===== src/rtl/id_hazard_controller_pkg.sv =====
// Shared definitions for the ID-stage hazard controller: forwarding select codes,
// shadow-pipeline slot layouts and the producer/consumer register match helper.
package id_hazard_controller_pkg;

  localparam int NREG_BITS = 5;

  localparam logic [1:0] SEL_REGFILE = 2'd0;
  localparam logic [1:0] SEL_ALU     = 2'd1;
  localparam logic [1:0] SEL_MEM     = 2'd2;

  // Slot for the instruction now in EXE; the ld flag marks data not ready until MEM.
  typedef struct packed {
    logic                 v;
    logic [NREG_BITS-1:0] dest;
    logic                 wr;
    logic                 ld;
  } slot_t;

  // By MEM every producer (load or ALU) has its result, so ld is not kept here.
  typedef struct packed {
    logic                 v;
    logic [NREG_BITS-1:0] dest;
    logic                 wr;
  } mem_slot_t;

  function automatic logic slot_hit(input logic v, input logic wr,
                                    input logic [NREG_BITS-1:0] dest,
                                    input logic [NREG_BITS-1:0] r);
    return v & wr & (dest == r) & (r != '0);
  endfunction

endpackage


===== src/rtl/id_hazard_controller_fwd_match.sv =====
// Per-operand forwarding select and load-use detection against the EXE/MEM slots.
// Youngest producer (EXE slot) wins over the MEM slot.
module id_hazard_controller_fwd_match
  import id_hazard_controller_pkg::*;
(
  input  logic                 i_uses,
  input  logic [NREG_BITS-1:0] i_reg,
  input  slot_t                i_slot1,
  input  mem_slot_t            i_slot2,
  output logic [1:0]           o_sel,
  output logic                 o_ld_hazard
);

  logic w_hit1;
  logic w_hit2;

  assign w_hit1 = slot_hit(i_slot1.v, i_slot1.wr, i_slot1.dest, i_reg);
  assign w_hit2 = slot_hit(i_slot2.v, i_slot2.wr, i_slot2.dest, i_reg);

  // A load in EXE cannot forward yet; the caller stalls on o_ld_hazard instead.
  always_comb begin
    o_sel = SEL_REGFILE;
    if (i_uses) begin
      if (w_hit1 && !i_slot1.ld) begin
        o_sel = SEL_ALU;
      end else if (w_hit2) begin
        o_sel = SEL_MEM;
      end
    end
  end

  assign o_ld_hazard = i_uses & w_hit1 & i_slot1.ld;

endmodule


===== src/rtl/id_hazard_controller.sv =====
// Decode-stage hazard/forwarding scheduler with a two-deep shadow issue pipeline.
// Define HAZARD_PERF_EN to add stall/forwarding performance counters.
module id_hazard_controller
  import id_hazard_controller_pkg::*;
(
  input  logic                 CLK,
  input  logic                 RESET,
  input  logic                 id_valid,
  input  logic [NREG_BITS-1:0] id_rs,
  input  logic [NREG_BITS-1:0] id_rt,
  input  logic                 id_uses_rs,
  input  logic                 id_uses_rt,
  input  logic [NREG_BITS-1:0] id_dest,
  input  logic                 id_reg_write,
  input  logic                 id_mem_read,
  input  logic                 freeze_in,
  output logic [1:0]           sel_a,
  output logic [1:0]           sel_b,
  output logic                 stall,
  output logic [2:0]           stall_run
`ifdef HAZARD_PERF_EN
  ,
  output logic [31:0]          perf_stalls,
  output logic [31:0]          perf_fwd_alu,
  output logic [31:0]          perf_fwd_mem
`endif
);

  slot_t     r_slot1;
  mem_slot_t r_slot2;
  logic [2:0] r_stall_run;
  logic      w_haz_a;
  logic      w_haz_b;

  id_hazard_controller_fwd_match u_match_a (
    .i_uses      (id_uses_rs),
    .i_reg       (id_rs),
    .i_slot1     (r_slot1),
    .i_slot2     (r_slot2),
    .o_sel       (sel_a),
    .o_ld_hazard (w_haz_a)
  );

  id_hazard_controller_fwd_match u_match_b (
    .i_uses      (id_uses_rt),
    .i_reg       (id_rt),
    .i_slot1     (r_slot1),
    .i_slot2     (r_slot2),
    .o_sel       (sel_b),
    .o_ld_hazard (w_haz_b)
  );

  assign stall     = id_valid & (w_haz_a | w_haz_b);
  assign stall_run = r_stall_run;

  // Stall and freeze both just turn the EXE-bound instruction into a single bubble.
  always_ff @(posedge CLK or negedge RESET) begin
    if (!RESET) begin
      r_slot1     <= '0;
      r_slot2     <= '0;
      r_stall_run <= '0;
    end else begin
      r_slot2 <= '{v: r_slot1.v, dest: r_slot1.dest, wr: r_slot1.wr};
      if (stall || freeze_in || !id_valid) begin
        r_slot1 <= '0;
      end else begin
        r_slot1 <= '{v: 1'b1, dest: id_dest,
                     wr: id_reg_write & (id_dest != '0), ld: id_mem_read};
      end
      if (!stall) begin
        r_stall_run <= '0;
      end else if (r_stall_run != 3'd7) begin
        r_stall_run <= r_stall_run + 3'd1;
      end
    end
  end

`ifdef HAZARD_PERF_EN
  logic [31:0] r_perf_stalls;
  logic [31:0] r_perf_fwd_alu;
  logic [31:0] r_perf_fwd_mem;
  logic        w_count_fwd;

  assign w_count_fwd  = id_valid & !stall & !freeze_in;
  assign perf_stalls  = r_perf_stalls;
  assign perf_fwd_alu = r_perf_fwd_alu;
  assign perf_fwd_mem = r_perf_fwd_mem;

  always_ff @(posedge CLK or negedge RESET) begin
    if (!RESET) begin
      r_perf_stalls  <= '0;
      r_perf_fwd_alu <= '0;
      r_perf_fwd_mem <= '0;
    end else begin
      if (stall) begin
        r_perf_stalls <= r_perf_stalls + 32'd1;
      end
      if (w_count_fwd) begin
        r_perf_fwd_alu <= r_perf_fwd_alu + {31'd0, sel_a == SEL_ALU} + {31'd0, sel_b == SEL_ALU};
        r_perf_fwd_mem <= r_perf_fwd_mem + {31'd0, sel_a == SEL_MEM} + {31'd0, sel_b == SEL_MEM};
      end
    end
  end

  always @(posedge CLK) begin
    if (RESET && stall) begin
      $display("load-use stall: rs=%0d rt=%0d slot1.dest=%0d", id_rs, id_rt, r_slot1.dest);
    end
  end
`endif

endmodule


===== config.mk =====
export PLATFORM = sky130hd
export DESIGN_NAME = id_hazard_controller
export DESIGN_NICKNAME = d
export VERILOG_FILES = /design/src/rtl/id_hazard_controller_pkg.sv /design/src/rtl/id_hazard_controller_fwd_match.sv /design/src/rtl/id_hazard_controller.sv
export SDC_FILE = /design/constraint.sdc
export NUM_CORES = 1
export LEC_CHECK = 0
export CORE_UTILIZATION = 45
export DETAILED_ROUTE_END_ITERATION = 12
export DONT_BUFFER_PORTS = 1
export PLACE_DENSITY = 0.65
export SLEW_MARGIN = 20
export SYNTH_ARGS = -nofsm -noshare
export SYNTH_HDL_FRONTEND = slang
export SYNTH_SLANG_ARGS = --single-unit

===== constraint.sdc =====
create_clock -name CLK -period 3.3 [get_ports CLK]
set_clock_uncertainty 0.1 [all_clocks]
set_input_delay 0.66 -clock CLK [delete_from_list [all_inputs] [get_ports CLK]]
set_output_delay 0.66 -clock CLK [all_outputs]
set_load 0.05 [all_outputs]

* Word level (Yosys, flattened, before mapping)
Index checks and enable logic that the tools add are counted.
** Storage, ports and cells
- Flip-flop bits (word level) :: 18
- Input port bits :: 23
- Output and inout port bits :: 8
** Cells by class
- Add/sub/neg operators :: 1
- Eq/ne operators :: 6
- Multiplexer cells :: 9
- Bitwise operators :: 17
- Reduce and logical (&&, ||, !) cells :: 9
** Operators with widths (number)
- $eq A5 B5 Y1 :: 4
- $and A1 B1 Y1 :: 16
- $reduce_bool A5 Y1 :: 3
- $mux W2 :: 6
- $mux W8 :: 1
- $mux W3 :: 2
- $add A3 B1 Y3 const B :: 1
- $ne A3 B3 Y1 const B :: 1
- $logic_and A1 B1 Y1 :: 2
- $logic_not A1 Y1 :: 2
- $logic_or A1 B1 Y1 :: 2
- $ne A2 B1 Y1 const B :: 1
- $or A1 B1 Y1 :: 1

* Depth between registers and ports, before layout
- Depth in word-level cells :: 10
- Gate-level depth with buffers :: 7
- Mapped depth without buffers :: 6

* Modules after synthesis
A second synthesis with hierarchy kept.
** Second synthesis, totals
- Cells, all modules :: 81
- Area, all modules :: 922.1 um2
** By module, submodules not included
- id_hazard_controller :: times used 1, cells an instance 37, area an instance 609.3 um2
- id_hazard_controller_fwd_match :: times used 2, cells an instance 22, area an instance 156.4 um2

* Worst setup path after synthesis
No wires, ideal clock.
- Path kind :: input to output
- Start point :: input id_rs[1]
- End point :: output sel_a[1]
- Data arrival time :: 2.899 ns
- Setup slack :: -0.359 ns
- Stages on the path :: 4
- Path buffers :: 0
- Path through :: or4_1 -> nor2_2 -> nor3_1 -> nor4_1
** On the way
- Longest elaborated chain between the ends :: 6
- Elaborated cells on any way between the ends :: 11
- Those cells by class :: eq/ne: 2; mux: 3; bitwise: 4; reduce/logical: 2
** Ends and longest elaborated chain
- start: declaration :: line id_hazard_controller.sv:9 : input logic [NREG_BITS-1:0] id_rs,
- $eq A5 B5 Y1 :: line id_hazard_controller_pkg.sv:29 : return v & wr & (dest == r) & (r != '0);
- $and A1 B1 Y1 (2 in a row) :: line id_hazard_controller_pkg.sv:29
- $mux W2 / $logic_and A1 B1 Y1 (equally long branches) :: line id_hazard_controller_fwd_match.sv:26, id_hazard_controller_fwd_match.sv:24
- $mux W2 * :: line id_hazard_controller_fwd_match.sv:24 : if (w_hit1 && !i_slot1.ld) begin
- $mux W2 * :: line id_hazard_controller_fwd_match.sv:23 : if (i_uses) begin
- end: declaration :: line id_hazard_controller.sv:17 : output logic [1:0] sel_a,
Mark *: on every way between the ends. The rest lies on a longest branch, timed or not.

* Worst setup path after layout
- Start point :: register r_slot1[4] (netlist name)
- End point :: output sel_a[0]
** On the way
- Longest elaborated chain between the ends :: 6
** Ends and longest elaborated chain
- start: declaration :: line id_hazard_controller.sv:29 : slot_t r_slot1;
- start signal: assignment :: line id_hazard_controller.sv:67 : r_slot1 <= '{v: 1'b1, dest: id_dest,
- $eq A5 B5 Y1 :: line id_hazard_controller_pkg.sv:29
- $and A1 B1 Y1 (2 in a row) :: line id_hazard_controller_pkg.sv:29
- $logic_and A1 B1 Y1 :: line id_hazard_controller_fwd_match.sv:24
- $mux W2 :: line id_hazard_controller_fwd_match.sv:24
- $mux W2 :: line id_hazard_controller_fwd_match.sv:23
Every way passes these cells.

==> metrics.md <==
| Metric | Value |
|---|---|
| Class of the tightest hold or removal check | `reg2reg` |
| Critical path start-end classification | `reg2out` |
| Worst Max-Slew Pin Slew | `roughly 0.76 ns` |
| Data arrival time of the critical path | `just over 2 ns` |
| TritonCTS clock tree | `done` |
| Number of antenna violations at the first check in global routing | `0` |
| Post-route clock period utilization | `0.853` |
| Routed len/inst | `between 10 and 15 um` |
| Required time of the critical path | `roughly 2.5 ns` |
| Final RePlAce weighted congestion | `0.835` |
| Die height | `47.3 um` |
| Vias in the first global route | `517` |
| Number of antenna repair diodes | `0` |
| Cell type of the slowest stage on the worst timing path | `and2_1` |
| P_leak | `0.467 nW` |
| Headroom to the max-slew limit | `0.493` |
| Number of buffers created by CTS | `3` |
| Count of nets left with antenna violations after detail routing | `0` |
| Worst reg2reg startpoint | `r_slot1[3]` |
| Via total after detailed routing | `603` |
| Vias per cell | `5.29` |
| Achievable clock frequency | `between 300 and 400 MHz` |
| Number of flops mapped to enable cells by yosys | `0` |
| Post-synthesis cell count | `81` |
| CTS root buffer | `clkbuf_4` |
| Most instantiated flip-flop cell in the synthesis netlist | `dfrtp_1` |
| I/O pin total | `31` |
| Mapped Nets | `106` |
| Post-route total power | `0.364 mW` |
| Cell count after placement | `110` |
| X dimension of the die | `47.3 um` |
| #FFs+latches synth | `18` |
| Clock-pin slew reported for the worst setup and hold paths after clock tree synthesis | `about 0.09 ns` |
| Maximum Capacitance Violations | `0` |
| Setup repair after global routing missed its margin | `no` |
| Number of endpoints failing setup at the final stage | `0` |
| Min Hold Slack | `0.320 ns` |
| Dominant delay contributor by cell family on the critical path | `simple AND/OR/NAND/NOR gates` |
| Flop-to-flop setup slack | `1.28 ns` |
| Total number of placement rows | `16` |
| Placement Setup Slack | `0.561 ns` |
| Final WS setup | `0.485 ns` |
| Final core utilization | `0.519` |
| Source-to-sink clock delay at the later pin of the worst-skew pair | `between 0.2 and 0.3 ns` |
| End of the worst hold path | `r_slot2[0]` |
| Sum of negative setup slack | `0 ns` |
| Ys Warns | `0` |
| Layout overhead on the synthesized area | `9.07%` |
| Count of input and output buffers | `0` |
| Post-cts sizing count | `0` |
| WHS Path Cells | `0` |
| Max-slew violation count | `0` |
| Post-detailed-placement half-perimeter wirelength | `1350 um` |
| Final cell count without fillers | `114` |
| Maximum vdd ir drop | `208 uV` |
| Initial DRT Pass Iterations | `4` |
| Buffer depth of the longest clock path | `2` |
| Initial Util | `0.476` |
| Drc violations | `0` |
| Mean Syn Cell Area | `11.4 sq um` |
| Cell Area, Synth | `around 920 sq um` |
| Core ar. | `between 0.0015 and 0.002 sq mm` |
| Sum of buffers and inverters on the critical path | `0` |
| Critical Path Start | `r_slot1[4]` |
| Power density over the cells | `~360 mW/mm^2` |
| Layout Cell Area excl Fill | `0.00101 sq mm` |
| Fraction of layout instances using a drive strength above 1 | `0.149` |
| Clock tree sinks | `18` |
| Critical hold path startpoint | `r_slot1[1]` |
| Placed inst area | `976 sq um` |
| Leading cell types in the layout, fill and taps excluded | `dfrtp_1 (18), xor2_1 (13), xnor2_1 (8), nand4_1 (5), and3_1 (5)` |
| Overflow left after global routing | `0` |
| Sum of routed wire length over all layers | `1560 um` |
| Iteration-0 DRC count of the detailed router | `5` |
| Kind of launch point of the worst setup path | `flip-flop` |
| Ordered cell list for the critical path | `xor2_1 -> nor4_1 -> nand4_1 -> nor3_1 -> and2_1` |
| Number of cell instances on the worst register-to-register path | `6` |
| Max FO, Critical Path | `3` |
| Sequential area share after synthesis | `0.487` |
| H-tree level count | `1` |
| GRT Overall Usage | `0.153` |
| Status | `finished clean` |
| Count of nets after finishing | `114` |
| Proportion of register bits with asynchronous set or reset after synthesis | `1.00` |
| Number of distinct standard cells referenced by the synthesized netlist | `23` |
| Die ar. | `approximately 0.0022 sq mm` |
| Endpoint of the worst register-to-register path | `r_slot1[0]` |
| Post-layout minimum cycle time | `2.81 ns` |
| First-pass GRT wire length | `2220 um` |
| Final hold viol count | `0` |
| Most common library cell in the layout ignoring fill and taps | `dfrtp_1` |
| Category of the worst setup path capture point | `output pin` |
| Maximum number of pins on one net before global-route repair | `19` |
| Delay contributed by the slowest stage of the critical path | `approximately 0.48 ns` |
==> what timing repair did <==
| item | 4_1_cts | 5_1_grt |
|---|---|---|
| hold buffers | 1 | 0 |
| endpoints found under the hold margin | 18 | 0 |
| buffers inserted | 0 | 0 |
==> power by group <==
group | leakage (nW) | internal, mW | switching (mW)
Combinational | 0.211 | 0.0168 | 0.0148
Clock | 0.0138 | 0.0422 | 0.0558
Sequential | 0.243 | 0.228 | 0.00685
Total | 0.467 | 0.287 | 0.0775
==> layout make-up <==
| type | instances | area [sq um] |
|---|---|---|
| multi-input combinational | 61 | 465 |
| clock buffer | 3 | 22.5 |
| inverter | 1 | 3.75 |
| timing repair buffer | 4 | 32.5 |
| fill | 182 | 933 |
| sequential | 18 | 450 |
| tap | 27 | 33.8 |
==> Yosys cell counts (2+ instances only) <==
library cell  count  area share
xnor2_1           8       0.076
dfrtp_1          18        0.49
xor2_1           13        0.12
nor4_1            3       0.020
nor2_2            2       0.014
nor3_1            3       0.016
nand4_1           5       0.034
mux2i_1           2       0.022
and2_1            3       0.020
or4_1             3       0.024
and3_1            5       0.034
nor2_1            4       0.016
ha_1              2       0.027
==> registers in the layout (all words and copies together) (netlist names) <==
signal,cells
r_slot1,8
stall_run,3
r_slot2,7
==> logic make-up (layout without fill, tap and decap cells) <==
logic type,count (synthesis),after routing,share of synthesized area
simple gates,33,33,0.221
xor+xnor,21,21,0.199
flops,18,18,0.487
compound gates,3,3,0.0284
fa+ha+maj,2,2,0.0271
mux,2,2,0.0217
buf+inv,2,8,0.0162
==> layer usage <==
metal	GRT usage	wire length (um)
met1	0.211	732
met2	0.208	676
met3	0.0269	99
met4	0.126	55
met5	0	0
==> worst max path at each step <==
stage | cells after the start | end
2_1_floorplan | 4 | sel_b[1]
3_3_place_gp | 5 | sel_a[0]
5_1_grt | 5 | sel_b[0]
6_report | 5 | sel_a[0]
4_1_cts | 5 | sel_b[0]
3_5_place_dp | 5 | sel_b[0]
Note: power is estimated with default switching activity, not from simulation.
==> RTL edit (config.mk and constraints unchanged) <==
Add a define of `HAZARD_PERF_EN`.
--- a/src/rtl/id_hazard_controller.sv
+++ b/src/rtl/id_hazard_controller.sv
@@ -1,5 +1,7 @@
 // Decode-stage hazard/forwarding scheduler with a two-deep shadow issue pipeline.
 // Define HAZARD_PERF_EN to add stall/forwarding performance counters.
+`define HAZARD_PERF_EN
+
 module id_hazard_controller
   import id_hazard_controller_pkg::*;
 (
Check against the original RTL (old outputs only; new: perf_fwd_alu, perf_fwd_mem and perf_stalls): equivalent (equiv_simple and equiv_induct, registers matched by name and starting in step).
==> RTL edit against the original RTL <==
- the flow now finishes with violations (hold timing)
- total power increased to 8.8 times the old value
- area after synthesis rose to 6.0 times the old value
- count of clock-buffer cells in the layout up 24
- wire length rose to 7.9 times the old value
- setup slack worse by 0.25 ns
- largest cell class is now sequential cells
- non-clock buffer count up 30
- sequential cell count grew 96
- design area grew to 6.5 times the old value
==> RTL edit: results (changes against the original RTL) <==
- FF-to-FF End: perf_fwd_mem[30]
- Hold Vio Cnt, Final: 114 (+114)
- CP arrival: 3.25 ns (+1.20 ns)
- Worst-path maximum fanout: 6 (+3)
- Clock transition at path regs: 0.05 ns (-0.04 ns)
- Cell family with most CP delay: simple AND/OR/NAND/NOR gates
- Critical path's slowest cell: dfrtp_1
- Final antenna diode count: 0 (unchanged)
- Status: finished, violations left
- Layout cells sized above 1: 0.146 (-0.00295)
- Mapped Nets: 535 (+400%)
- Violated checks: hold timing
- # fillers: 1037 (+470%)
- Non-Filler Instances: 700 (+510%)
- Routed vias/inst: 5.66 (+7.0%)
- Hold Crit Class: input pin to async pin
- Sequential-to-total area share from yosys stat: 0.516 (+0.0288)
- Yosys Warn Count: 0 (unchanged)
- First-pass GRT wire length: 20.6 mm (+830%)
- Antenna violations before repair: 0 (unchanged)
- Flop-to-flop setup slack: 0.23 ns (-1.05 ns)
- Leak: 2.99 nW (+540%)
- Synth cell count leaders: dfrtp_1, xnor2_1, nand4_1
- Vias in the first global route: 4053 (+680%)
- Largest cells by area after synthesis: dfrtp_1, xnor2_1, nand4_1
- Hold_ws: -0.156 ns (-0.476 ns)
- Tot GR Track Use: 0.211 (+0.0577)
- Max incr delay on CP: 0.40 ns (-0.08 ns)
- Worst-case clock buffer depth: 2 (unchanged)
- CTS root buf: clkbuf_16
- Port buffer count: 0 (unchanged)
- Cells after DPL: 665 (+500%)
- Worst skew pair latency: 0.41 ns (+0.13 ns)
- R2R depth: 14 (+8)
- CTS H-tree depth: 4 (+3)
- Post-synth ARST share: 1.00 (unchanged)
- Cts repair resizes: 0 (unchanged)
- DR pass1 iterations: 5 (+1)
- Initial DRC Count: 257 (+252)
- Layout Nets: 570 (+400%)
- Num CTS Buffers: 17 (+14)
- VDD IR-drop max: 244 uV (+17%)
- Reg2reg start: r_slot2[1]
- Post-DP HPWL: 8.62 mm (+540%)
- Slew of the pin with the lowest slew margin: 0.709 ns (-0.0485 ns)
- Post-synthesis cell type count: 39 (+70%)
- Largest net degree at the start of global routing: 115 (+96)
- DR WL/cell: 17.7 um (+29%)
- Post-Syn Instances: 505 (+520%)
- Gpl congestion: 0.913 (+9.3%)
[RTL edit: power by group]
| part | switching [mW] | leakage, nW | total, mW | internal, mW |
|---|---|---|---|---|
| sequential | 0.0274 | 1.57 | 1.44 | 1.41 |
| clock | 0.597 | 0.275 | 1.70 | 1.11 |
| combinational | 0.0257 | 1.14 | 0.0517 | 0.0260 |
[RTL edit: final cells by class]
| cell class | instances | area [sq um] | share of cell area |
|---|---|---|---|
| Sequential cell | 114 | 2850 | 0.438 |
| Multi-Input combinational cell | 364 | 2620 | 0.403 |
| Clock buffer | 27 | 503 | 0.0772 |
| Timing Repair Buffer | 34 | 268 | 0.0411 |
| Tap cell | 147 | 184 | 0.0282 |
| Clock inverter | 5 | 50.0 | 0.00768 |
| Inverter | 9 | 33.8 | 0.00519 |
[RTL edit: how the worst max path moves through the flow]
stage	endpoint	start	slack (ns)	depth (start not counted)
final	perf_fwd_mem[30]	r_slot2[1]	0.23	14
after global routing	perf_fwd_alu[10]	r_slot1[3]	0.07	13
after floorplan	perf_fwd_mem[24]	id_rs[0]	-0.09	14
after global placement	perf_fwd_mem[28]	id_rs[0]	0.02	14
after CTS	perf_fwd_mem[30]	r_slot2[1]	0.21	14
after detailed placement	perf_fwd_mem[26]	id_rs[0]	-0.008	14
[RTL edit: per-stage QoR]
stage | power, mW | worst slack [ns] | TNS, ns | instance area (sq um) | hold WS, ns
4_1_cts | 3.23 | 0.214 | 0 | 6490 | -0.181
3_3_place_gp | 1.51 | 0.0225 | 0 | 5940 | 0.267
3_5_place_dp | 1.51 | -0.00796 | -0.00861 | 5940 | 0.267
5_1_grt | 3.30 | 0.0661 | 0 | 6520 | -0.185
6_report | 3.20 | 0.231 | 0 | 6520 | -0.156
2_1_floorplan | 1.51 | -0.0853 | -0.455 | 5590 | 0.264
[RTL edit: routing by layer]
| layer | global-route usage | up-vias | share of wire |
|---|---|---|---|
| met1 | 0.257 | 1937 | 0.44 |
| met5 | 0 | - | 0 |
| met3 | 0.0937 | 24 | 0.079 |
| met4 | 0.0969 | 0 | 0.021 |
| li1 | - | 1863 | - |
| met2 | 0.320 | 137 | 0.46 |
[RTL edit: kinds of logic after synthesis]
family / after synthesis / share of synthesized area
fa+ha+maj: 7 / 0.0186
mux: 6 / 0.0129
buf+inv: 27 / 0.0229
simple gates: 232 / 0.240
flops: 114 / 0.516
compound gates: 7 / 0.0122
xor+xnor: 112 / 0.177
[RTL edit: timing repair]
item,in CTS,in global routing
buffers inserted,0,3
hold endpoints to repair,114,114
endpoints found under the setup margin,0,1
